$ cat src/rtl/serial_add_pkg.sv
// Shared types and defaults for the bit-serial adder sequencer.
package serial_add_pkg;

   // Controller phases: waiting for a request, shifting bits, holding result.
   typedef enum logic [1:0] {
      IDLE = 2'd0,
      RUN  = 2'd1,
      DONE = 2'd2
   } state_t;

   localparam int DEFAULT_WIDTH = 8;

endpackage

$ cat src/rtl/sumador_comp.sv
// Single-bit full-adder cell; the one arithmetic element the sequencer reuses.
module sumador_comp (
   input  logic a,
   input  logic b,
   input  logic cin,
   output logic sum,
   output logic cout
);

   assign sum  = a ^ b ^ cin;
   assign cout = (a & b) | (cin & (a ^ b));

endmodule

$ cat src/rtl/serial_adder_ctrl.sv
// Bit-serial adder: one full adder time-shared LSB-first over WIDTH cycles,
// with valid/ready handshakes on both the request and the result side.
module serial_adder_ctrl
   import serial_add_pkg::*;
#(
   parameter int WIDTH = DEFAULT_WIDTH
) (
   input  logic             clk,
   input  logic             rst,
   input  logic             start_valid,
   output logic             start_ready,
   input  logic [WIDTH-1:0] op_a,
   input  logic [WIDTH-1:0] op_b,
   input  logic             cin,
   output logic             res_valid,
   input  logic             res_ready,
   output logic [WIDTH-1:0] sum,
   output logic             cout,
   output logic             busy
);

   localparam int CNT_W = $clog2(WIDTH + 1);
   localparam logic [CNT_W-1:0] LAST_BIT = CNT_W'(WIDTH - 1);

   state_t           state, state_nx;
   logic [WIDTH-1:0] a_sh, b_sh, res_sh, res_nx;
   logic [CNT_W-1:0] cnt;
   logic             carry;
   logic             fa_sum, fa_cout;
   logic             accept;

   // The only arithmetic: current LSBs plus the carry kept from the previous bit.
   sumador_comp u_fa (
      .a    (a_sh[0]),
      .b    (b_sh[0]),
      .cin  (carry),
      .sum  (fa_sum),
      .cout (fa_cout)
   );

   assign accept = start_valid && (state == IDLE);

   // New sum bit enters at the MSB so that after WIDTH shifts bit 0 is the LSB.
   // Written as shift-then-overwrite so WIDTH=1 needs no special case.
   always_comb begin
      res_nx            = res_sh >> 1;
      res_nx[WIDTH-1]   = fa_sum;
   end

   // State register.
   always_ff @(posedge clk) begin
      if (rst) state <= IDLE;
      else     state <= state_nx;
   end

   // Next-state decode; DONE->IDLE never accepts in the same cycle.
   always_comb begin
      state_nx = state;
      case (state)
         IDLE:    if (start_valid)     state_nx = RUN;
         RUN:     if (cnt == LAST_BIT) state_nx = DONE;
         DONE:    if (res_ready)       state_nx = IDLE;
         default:                      state_nx = IDLE;
      endcase
   end

   // Operand/result shifters, carry flop and bit counter.
   always_ff @(posedge clk) begin
      if (rst) begin
         a_sh   <= '0;
         b_sh   <= '0;
         res_sh <= '0;
         carry  <= 1'b0;
         cnt    <= '0;
      end else if (accept) begin
         a_sh   <= op_a;
         b_sh   <= op_b;
         res_sh <= '0;
         carry  <= cin;
         cnt    <= '0;
      end else if (state == RUN) begin
         a_sh   <= a_sh >> 1;
         b_sh   <= b_sh >> 1;
         res_sh <= res_nx;
         carry  <= fa_cout;
         cnt    <= cnt + 1'b1;
      end
   end

   assign start_ready = (state == IDLE);
   assign res_valid   = (state == DONE);
   assign busy        = (state != IDLE);
   assign sum         = res_sh;
   assign cout        = carry;

endmodule

$ cat config.mk
export PLATFORM = sky130hd
export DESIGN_NAME = serial_adder_ctrl
export DESIGN_NICKNAME = d
export VERILOG_FILES = /design/src/rtl/serial_add_pkg.sv /design/src/rtl/sumador_comp.sv /design/src/rtl/serial_adder_ctrl.sv
export SDC_FILE = /design/constraint.sdc
export NUM_CORES = 1
export LEC_CHECK = 0
export ABC_AREA = 1
export BUFFER_PORTS_ARGS = -buffer_cell sky130_fd_sc_hd__buf_2
export CAP_MARGIN = 20
export CORE_ASPECT_RATIO = 0.5
export CORE_MARGIN = 8
export CORE_UTILIZATION = 29
export DETAILED_ROUTE_END_ITERATION = 8
export PLACE_DENSITY = 0.55
export SYNTH_ARGS = -nofsm -noshare
export SYNTH_HDL_FRONTEND = slang
export SYNTH_HIERARCHICAL = 1
export SYNTH_SLANG_ARGS = --single-unit
$ cat constraint.sdc
create_clock -name clk -period 1.6 [get_ports clk]
set_clock_uncertainty 0.2 [all_clocks]
set_input_delay 0.08 -clock clk [delete_from_list [all_inputs] [get_ports clk]]
set_output_delay 0.08 -clock clk [all_outputs]
set_load 0.005 [all_outputs]
-- Yosys cells after proc, flatten, opt, wreduce, memory -nomap -nowiden
Cells that the tools add are included.
- reduce and logical (&&, ||, !) cells: 6
- equal/unequal tests: 6
- bitwise gates (word level): 5
- mux-type cells: 10
- add/sub/neg operators: 1
- operators by type and width (operator ; number):
    $mux 8 ; 4
    $mux 2 ; 3
    $pmux 2 s3 ; 1
    $add 4x1->4 const B ; 1
    $eq 4x3->1 const B ; 1
    $ne 2x2->1 const B ; 2
    $reduce_bool 2->1 ; 2
    $reduce_and 3->1 ; 1
    $and 1x1->1 ; 2
    $eq 2x1->1 const B ; 1
    $eq 2x2->1 const B ; 1
    $logic_not 2->1 ; 1
    $mux 1 ; 2
    $ne 2x1->1 const B ; 1
    $reduce_or 2->1 ; 1
    $xor 1x1->1 ; 2
    $logic_and 1x1->1 ; 1
    $or 1x1->1 ; 1
- output and inout bits: 12
- word-level logic and storage cells: 34
- bits in registers: 31

-- Logic depth before layout (Yosys ltp)
Gate-level depths: netlist (run 1).
- word-level depth: 5
- gate-level depth with buffers: 8
- mapped depth without buffers: 8

-- By module
The synthesis (run 1) kept the hierarchy.
- modules (own cells, without submodules) (module ; cells an instance ; times used ; area an instance (µm²)):
    serial_adder_ctrl ; 172 ; 1 ; 1266.2
    sumador_comp ; 1 ; 1 ; 20.0

-- Worst setup path before layout (run 1)
Ideal clock, no wire load.
- path type: register -> register
- start point: register state[0]
- end point: register cnt[2]
- stages on the path, launching flop included: 8
- arrival time: 945 ps
- slack: 343 ps
- setup time: 112 ps
- data required time: 1288 ps
- clock period less this slack: 1257 ps
- cells stage by stage: dfxtp_1 > inv_1 > nand2_2 > nor2_4 > inv_1 > nand2_2 > buf_6 > nor2_1
- cells in the longest elaborated chain, start to end: 3
- ends and longest elaborated chain (what ; line ; source):
    start, declared ; serial_adder_ctrl.sv:25 ; state_t state, state_nx;
    start signal, assigned ; serial_adder_ctrl.sv:53 ; else state <= state_nx;
    $logic_not 2->1 ; serial_adder_ctrl.sv:41 ; assign accept = start_valid && (state == IDLE);
    $logic_and 1x1->1 ; serial_adder_ctrl.sv:41 ;
    $reduce_or 2->1 (no source line) ; - ;
    end signal, assigned ; serial_adder_ctrl.sv:86 ; cnt <= cnt + 1'b1;
    end, declared ; serial_adder_ctrl.sv:27 ; logic [CNT_W-1:0] cnt;
Parallel ways exist; a longest one is shown, timed or not.
A chain may end at the register's enable or synchronous reset.

-- Worst setup path in the final report (run 1)
Ends and elaborated chain as after synthesis.

==> flow_summary.json, run 1 <==
{
  "grt_use_met3": 0.0325,
  "die_area_sq_um": 6950,
  "drt-initial-drc-count": 48,
  "grt_pass1_vias": 1205,
  "critPathMaxFanout": 28,
  "dpl_cell_area_sq_um": 1500,
  "track_usage": 0.0945,
  "use_met2": 0.163,
  "wire_per_inst_um": 11.0,
  "hold_viol_final": 0,
  "drcViolationCount": 0,
  "pwr-share-seq": 0.503,
  "nNetsFinal": 250,
  "grt_pass1_wl_mm": 5.32,
  "layout_min_cycle_time_ps": 1380,
  "hold_path_class": "in2reg",
  "gr-usage-met1": 0.0996,
  "vdd_drop_max_v": 0.000257,
  "tritoncts": "done",
  "initial_core_util": 0.296,
  "power_w": 0.00164,
  "rrSetupSlack_ps": 220,
  "p_int_w": 0.00124,
  "detail_route.vias_per_cell": 4.37,
  "hpwl_mm": 2.06,
  "io_buffers": 32,
  "antenna_cells": 0,
  "crit_type": "reg2reg",
  "gp_congestion": 0.731,
  "worst_slew_pin_slew_ps": 281,
  "worstHoldStart": "rst",
  "grt_max_degree": 29,
  "synthCells": 173,
  "crit_required_ps": 1570,
  "pwr-share-clk": 0.371,
  "yosysSeqAreaShare": 0.482,
  "clk_pin_slew_worst_paths_ps": 70,
  "syn-cell-area_sq_um": 1290,
  "cts_buffer_depth": 2,
  "busiest_layer": "met2",
  "slew_violations": 0,
  "fmax_mhz": 725,
  "mostFrequentLayoutCells": "nand2_1 (76), buf_2 (32), dfxtp_1 (31)",
  "worstReg2RegEnd": "cnt[2]",
  "r2r-start": "state[0]",
  "comb_power_share": 0.126,
  "drive_gt1_frac": 0.220,
  "rsz0062_at_grt": "no",
  "cts_htree_levels": 2,
  "wl_mm": 3.13,
  "cts_buffers": 5,
  "syn_area_per_cell_sq_um": 7.43,
  "arrival_ps": 1340,
  "route.antenna.remaining_nets": 0,
  "fin_area_sq_um": 1770,
  "worst-r2r-cell-count": 5,
  "synth_fp_nets": 196,
  "syn_to_final_growth_pct": 37.5,
  "outcome": "finished, final reports clean",
  "row_count": 17,
  "final_common_cell": "nand2_1",
  "synth_seq_cells": 31,
  "powerDensity_nw_per_um2": 929,
  "fp.dieH_um": 63.1,
  "cts_num_sinks": 31,
  "antenna_found_initial": 0,
  "clock_latency_ps": 280,
  "p_switching_w": 0.000404,
  "cts-root-buf": "clkbuf_8",
  "total_leakage_power_nw": 0.720,
  "ios": 33,
  "vias": 1242,
  "firstDrtPassIters": 4,
  "setup_tns_ps": 0,
  "p_sw_frac": 0.246,
  "setup_violations": 0,
  "core_area_sq_um": 4340,
  "hold-path-endpoint": "b_sh[7]",
  "synth.distinct_cells": 20,
  "hold_depth": 3,
  "yosysWarnings": 6,
  "overflow": 0,
  "maxSlewHeadroom": 0.813,
  "dieWidth_um": 110,
  "endpoint_kind": "register",
  "maxCapViolCount": 0,
  "fin_crit_sh": 0.862,
  "post_cts_buffers": 0,
  "start_kind": "register"
}
## cell type report
| cell class | count | area, sq um |
|---|---|---|
| timing repair buffer | 55 | 378 |
| inverter | 11 | 43.8 |
| tap | 57 | 71.3 |
| fill | 468 | 2570 |
| sequential | 31 | 621 |
| multi-input combinational | 123 | 567 |
| clock inverter | 1 | 5.00 |
| clock buffer | 6 | 82.6 |
## metrics by stage
stage	setup WS (ps)	utilization	hold slack [ps]	cells
CTS	81.6	0.407	14.3	284
global route	95.2	0.407	30.0	284
floorplan	343	-	22.9	173
detailed placement	97.1	0.345	138	259
finish	220	0.407	25.1	284
global placement	138	0.345	128	259
## layer usage
layer | wire length [um] | vias to the layer above | part of all wire
li1 | - | 659 | -
met1 | 1420 | 561 | 0.45
met2 | 1500 | 15 | 0.48
met3 | 139 | 7 | 0.044
met4 | 63 | 0 | 0.020
met5 | 0 | - | 0
## flip-flops by register name, indices dropped and copies added (netlist names)
register / cells
a_sh: 8
state: 2
cnt: 4
cout: 1
sum: 8
b_sh: 8
## synth_stat cells
master | number | share of area
nand2_1 | 76 | 0.22
fa_1 | 1 | 0.016
dfxtp_1 | 31 | 0.48
o21ai_2 | 1 | 0.0068
nand2_2 | 2 | 0.0097
o21ai_0 | 2 | 0.0078
nor2_1 | 7 | 0.020
inv_1 | 9 | 0.026
buf_2 | 1 | 0.0039
a21oi_1 | 13 | 0.051
clkbuf_1 | 1 | 0.0029
inv_2 | 2 | 0.0058
buf_6 | 2 | 0.018
a31oi_1 | 16 | 0.078
nor2_4 | 1 | 0.0088
nor3_1 | 2 | 0.0078
buf_1 | 1 | 0.0029
ha_1 | 1 | 0.0097
nand3_1 | 1 | 0.0039
buf_4 | 3 | 0.018
## timing repair
| action | in CTS | in global routing |
|---|---|---|
| endpoints found under the setup margin | 0 | 6 |
| resized for setup | 0 | 2 |
| endpoints found under the hold margin | 18 | 0 |
| hold buffers | 18 | 0 |
## worst max-delay path, cell delays in order, from the launching register on
cell and delay [ps]:
dfxtp_1 420, nand2_1 150, inv_4 260, nand3_1 120
nand2_1 80, nor2_1 30
## power groups by stage
stage | combinational, W | clock, W | sequential, W
6_report | 0.000207 | 0.000610 | 0.000826
5_1_grt | 0.000231 | 0.000672 | 0.000831
4_1_cts | 0.000208 | 0.000636 | 0.000825
3_5_place_dp | 0.000175 | 0 | 0.000842
3_3_place_gp | 0.000171 | 0 | 0.000842
2_1_floorplan | 0.000118 | 0 | 0.000839
## how the worst max path moves through the flow
stage          startpoint  slack [ps]  endpoint  cells after the start
3_3_place_gp     state[0]         140  state[0]                      4
6_report         state[0]         220    cnt[2]                      5
2_1_floorplan    state[0]         340    cnt[2]                      7
5_1_grt          state[0]         100  state[0]                      4
4_1_cts          state[0]          80    cnt[2]                      5
3_5_place_dp     state[0]         100    cnt[2]                      5
## logic make-up (layout without fill, tap and decap cells)
family / Yosys count / count (layout) / synth area share
flip-flops: 31 / 31 / 0.482
AND/OR/NAND/NOR: 89 / 89 / 0.272
adder cells (fa/ha/maj): 2 / 2 / 0.0253
AO/OA/AOI/OAI: 32 / 32 / 0.143
buffers and inverters: 19 / 73 / 0.0768
Power figures use the tool's default switching activity.
==> inputs of run 2 (changes only) <==
ABC_AREA = 0   (was 1)
PLACE_DENSITY = 0.54   (was 0.55)
==> flow_summary.json, run 2 <==
{
  "synth_top_flop_cell": "dfxtp_1",
  "vdd_drop_max_v": 0.000286,
  "cts_num_sinks": 31,
  "synth-edff-count": 0,
  "fin_crit_sh": 0.916,
  "async_reset_ff_frac": 0,
  "fp.dieH_um": 65.2,
  "cts_buffer_depth": 2,
  "synthMuxAreaShare": 0,
  "gp_congestion": 0.697,
  "grt_pass1_wl_mm": 5.33,
  "r2r-start": "a_sh[0]",
  "hpwl_mm": 2.17,
  "fin_util": 0.389,
  "ios": 33,
  "rsz0062_at_grt": "no",
  "post_cts_buffers": 0,
  "synth_common_cells": "dfxtp_1 (31), nand2_1 (20), o22ai_1 (15), nor2_1 (11)",
  "setup_tns_ps": 0,
  "track_usage": 0.0900,
  "overflow": 0,
  "p_sw_frac": 0.249,
  "io_buffers": 32,
  "grt_max_degree": 19,
  "outcome": "finished, final reports clean",
  "final_common_cell": "buf_2",
  "detail_route.vias_per_cell": 4.47,
  "wl_mm": 3.27,
  "synth_compound_area_frac": 0.258,
  "hold_slack_ps": 73.1,
  "total_leakage_power_nw": 0.741,
  "crit_required_ps": 1320,
  "clock_latency_ps": 280,
  "comb_power_share": 0.146,
  "synthXorXnorAreaFrac": 0.0125,
  "slew_violations": 0,
  "antenna_found_initial": 0,
  "p_int_w": 0.00128,
  "tritoncts": "done",
  "nNetsFinal": 221,
  "setup_slack_ps": 134,
  "worst-r2r-cell-count": 3,
  "arrival_ps": 1190,
  "cts-root-buf": "clkbuf_8",
  "p_switching_w": 0.000426,
  "yosysSeqAreaShare": 0.442,
  "hold-path-endpoint": "a_sh[7]",
  "pwr-share-clk": 0.357,
  "syn-cell-area_sq_um": 1400,
  "synth_fp_nets": 170,
  "hold_path_class": "in2reg",
  "synth.most_common_cell": "dfxtp_1",
  "hold_viol_final": 0,
  "place_ws_ps": 163,
  "initial_core_util": 0.292,
  "dieWidth_um": 114,
  "core_area_sq_um": 4800,
  "drive_gt1_frac": 0.354,
  "worstHoldStart": "start_valid",
  "row_count": 18,
  "wire_per_inst_um": 12.2,
  "grt_pass1_vias": 1179,
  "powerDensity_nw_per_um2": 917,
  "fmax_mhz": 682,
  "cts_htree_levels": 2,
  "worstReg2RegEnd": "cout",
  "synthCells": 147,
  "setup_violations": 0,
  "netlist_top_cells_area": "dfxtp_1 (44%), a211oi_2 (8.0%), o22ai_1 (6.7%)",
  "synthAdderAreaFrac": 0.0232,
  "synth_top_family_by_area": "compound AO/OA/AOI/OAI gates",
  "drt-initial-drc-count": 73,
  "die_area_sq_um": 7450,
  "synth.distinct_cells": 33,
  "start_kind": "register",
  "endpoint_kind": "output port",
  "synth_area_leader_cell": "dfxtp_1",
  "rrSetupSlack_ps": 250,
  "critPathMaxFanout": 16,
  "cts_buffers": 5,
  "drcViolationCount": 0,
  "synth_seq_cells": 31,
  "yosysWarnings": 6,
  "worst_slew_pin_slew_ps": 286,
  "synth_top_area_share": 0.442,
  "crit_type": "reg2out",
  "hold_depth": 4,
  "synthSimpleGateAreaFrac": 0.186,
  "mostFrequentLayoutCells": "buf_2 (32), dfxtp_1 (29), nand2_1 (20)",
  "maxCapViolCount": 0,
  "pwr-share-seq": 0.497,
  "route.antenna.remaining_nets": 0,
  "clk_pin_slew_worst_paths_ps": 60,
  "syn_area_per_cell_sq_um": 9.54,
  "syn_to_final_growth_pct": 33.0,
  "antenna_cells": 0,
  "maxSlewHeadroom": 0.809,
  "firstDrtPassIters": 4,
  "vias": 1198,
  "layout_min_cycle_time_ps": 1470
}
[run 2: repair_timing]
item	4_1_cts	5_1_grt
setup endpoints to repair	0	2
hold endpoints to repair	19	0
resized for setup	0	2
hold buffers	19	0
[run 2: power groups by stage]
stage	Combinational, W	Clock [W]	Sequential [W]
global route	0.000278	0.000675	0.000856
global placement	0.000214	0	0.000867
finish	0.000249	0.000611	0.000851
detailed placement	0.000217	0	0.000867
floorplan	0.000179	0	0.000857
CTS	0.000253	0.000632	0.000850
[run 2: per-layer routing]
metal | vias to the layer above | wire length, um | global-route usage
met5 | - | 0 | 0
met4 | 0 | 38 | 0.0345
met3 | 4 | 166 | 0.0347
met2 | 19 | 1580 | 0.152
met1 | 559 | 1480 | 0.102
li1 | 616 | - | -
[run 2: stage by stage]
step	instances	total power [W]	instance area, sq um
final	268	0.00171	1870
after global routing	268	0.00181	1870
after CTS	268	0.00173	1860
after detailed placement	242	0.00108	1590
after global placement	242	0.00108	1590
after floorplan	147	0.00104	1400
[run 2: cell type report]
type,count,area (sq um)
fill,496,2930
multi-input combinational,101,672
sequential,31,623
timing repair buffer,55,380
tap,70,87.6
clock buffer,6,82.6
inverter,4,15.0
clock inverter,1,5.00
[run 2: critical path, cell delays in order, from the launching register on]
cell     delay (ps)
dfxtp_2         410
inv_1            50
buf_4           200
nand2_1          90
inv_1            40
buf_2           120
[run 2: worst max path at each step]
stage,start,endpoint,slack (ps),cells after the start
after floorplan,state[0],cout,270,6
after global placement,state[0],b_sh[3],200,3
after detailed placement,state[0],b_sh[5],160,3
after CTS,state[0],start_ready,20,4
after global routing,state[1],start_ready,40,5
final,state[1],start_ready,130,5
[run 2: cell families after synthesis]
group                      after synthesis
DFF                                     31
AOI/OAI and AO/OA                       46
and+or+nand+nor                         51
adders and majority gates                2
xor gates and xnor gates                 2
buffers and inverters                   15
==> inputs of run 3 (changes only) <==
CORE_UTILIZATION = 49   (was 29)
PLACE_DENSITY = not set   (was 0.54)
PLACE_DENSITY_LB_ADDON = 0.15   (was not set)
SYNTH_HIERARCHICAL = not set   (was 1)
==> flow_summary.json, run 3 <==
{
  "slew_violations": 0,
  "cts-root-buf": "clkbuf_8",
  "netlist_top_cells_area": "dfxtp_1 (42%), a21oi_1 (13%), o221a_2 (11%)",
  "fmax_mhz": 690,
  "synth_area_leader_cell": "dfxtp_1",
  "final_common_cell": "a21oi_1",
  "vias": 1390,
  "fp.dieH_um": 55.1,
  "final_cells": 270,
  "synthCells": 187,
  "cts_num_sinks": 31,
  "route.antenna.remaining_nets": 0,
  "die_area_sq_um": 5180,
  "grt_pass1_vias": 1303,
  "hpwl_mm": 2.49,
  "start_kind": "register",
  "drcViolationCount": 0,
  "syn_area_per_cell_sq_um": 8.00,
  "initial_core_util": 0.505,
  "critPathMaxFanout": 11,
  "drive_gt1_frac": 0.300,
  "synth_top_area_share": 0.415,
  "cts_buffer_depth": 2,
  "antenna_cells": 0,
  "fin_util": 0.635,
  "hold_viol_final": 0,
  "clk_pin_slew_worst_paths_ps": 60,
  "cts_htree_levels": 2,
  "io_buffers": 32,
  "vdd_drop_max_v": 0.000562,
  "wire_per_inst_um": 13.0,
  "maxSlewHeadroom": 0.759,
  "synth-edff-count": 0,
  "async_reset_ff_frac": 0,
  "syn_to_final_growth_pct": 25.8,
  "syn-cell-area_sq_um": 1500,
  "endpoint_kind": "output port",
  "total_leakage_power_nw": 0.833,
  "setup_tns_ps": 0,
  "core_area_sq_um": 2960,
  "crit_required_ps": 1320,
  "track_usage": 0.142,
  "p_sw_frac": 0.248,
  "tritoncts": "done",
  "ios": 33,
  "synth_common_cells": "a21oi_1 (38), dfxtp_1 (31), nor2_1 (27), nand2_1 (18), inv_1 (16)",
  "gp_congestion": 0.772,
  "setup_violations": 0,
  "worst_slew_pin_slew_ps": 362,
  "wl_mm": 3.50,
  "p_switching_w": 0.000439,
  "firstDrtPassIters": 4,
  "outcome": "finished, final reports clean",
  "yosysWarnings": 0,
  "pwr-share-clk": 0.380,
  "synth_seq_cells": 31,
  "grt_pass1_wl_mm": 5.75,
  "p_int_w": 0.00133,
  "synth_fp_nets": 210,
  "antenna_found_initial": 0,
  "overflow": 0,
  "nNetsFinal": 252,
  "crit_type": "reg2out",
  "layout_min_cycle_time_ps": 1450,
  "comb_power_share": 0.138,
  "detail_route.vias_per_cell": 5.15,
  "dieWidth_um": 94.1,
  "arrival_ps": 1170,
  "maxCapViolCount": 0,
  "synth_top_flop_cell": "dfxtp_1",
  "clock_latency_ps": 280,
  "synth.most_common_cell": "a21oi_1",
  "grt_max_degree": 22,
  "cts_buffers": 5,
  "row_count": 14,
  "nFillCells": 250,
  "fin_crit_sh": 0.906,
  "rsz0062_at_grt": "no",
  "hold_path_class": "in2reg",
  "synth.distinct_cells": 24,
  "dpl.cell_count": 256,
  "drt-initial-drc-count": 58,
  "mostFrequentLayoutCells": "a21oi_1 (38), buf_2 (32), dfxtp_1 (29)",
  "powerDensity_nw_per_um2": 943,
  "pwr-share-seq": 0.482,
  "yosysSeqAreaShare": 0.415
}
[run 3: cell count changes after synthesis, sizes merged, moves of 7 or more]
cell,previous run,this run
nor2,20,27
o22ai,15,0
a21oi,10,38
o221a,0,15
a211oi,15,0
inv,4,16
[run 3: per-stage QoR]
| stage | setup WS [ps] | hold slack [ps] | instance area (sq um) | total power [W] |
|---|---|---|---|---|
| after floorplan | 266 | 39.8 | 1500 | 0.00103 |
| after global placement | 84.7 | 147 | 1720 | 0.00110 |
| after detailed placement | 78.5 | 161 | 1720 | 0.00111 |
| after CTS | 50.0 | 6.64 | 1880 | 0.00180 |
| after global routing | 78.9 | 9.10 | 1880 | 0.00187 |
| final | 151 | 11.3 | 1880 | 0.00177 |
[run 3: final timing paths]
path                                from        end  slack, ps  depth (start not counted)
worst min-delay path             op_b[3]    b_sh[3]         10                          3
worst max-delay path            state[0]  res_valid        150                          3
worst min register to register    sum[0]     sum[0]        260                          2
worst max register to register  state[0]    a_sh[5]        180                          4
[run 3: area by class of cell]
class	count	area, sq um	share of cell area
Multi-Input combinational cell	125	737	0.392
Clock buffer	8	100	0.0532
Timing Repair Buffer	50	310	0.165
Sequential cell	31	623	0.331
Tap cell	40	50.0	0.0266
Inverter	16	60.1	0.0319
[run 3: kinds of logic (layout without fill, tap and decap cells)]
logic type,count (synthesis),after routing,share of synthesized area
compound gates,60,60,0.273
xor+xnor,2,2,0.0117
fa+ha+maj,2,2,0.0218
buf+inv,31,74,0.0920
flops,31,31,0.415
simple gates,61,61,0.187
[run 3: layer usage]
metal	part of all wire	global-route usage
met2	0.44	0.229
met5	0	0
met4	0.0077	0.0649
met1	0.48	0.170
met3	0.064	0.0538
[run 3: critical path: stages (launching register included)]
cell and delay (ps):
dfxtp_2 380, buf_4 190, nor2b_1 180, buf_2 150
[run 3: timing repair]
item	in CTS	in global routing
buffers inserted	0	0
hold endpoints to repair	5	0
hold buffers	6	0
gates resized for setup	0	2
endpoints found under the setup margin	0	21
[run 3: power by group through the flow]
stage	Sequential [W]	Clock, W	Combinational (W)
floorplan	0.000862	0	0.000167
CTS	0.000855	0.000695	0.000246
global route	0.000861	0.000738	0.000275
global placement	0.000871	0	0.000228
detailed placement	0.000871	0	0.000234
finish	0.000855	0.000674	0.000244
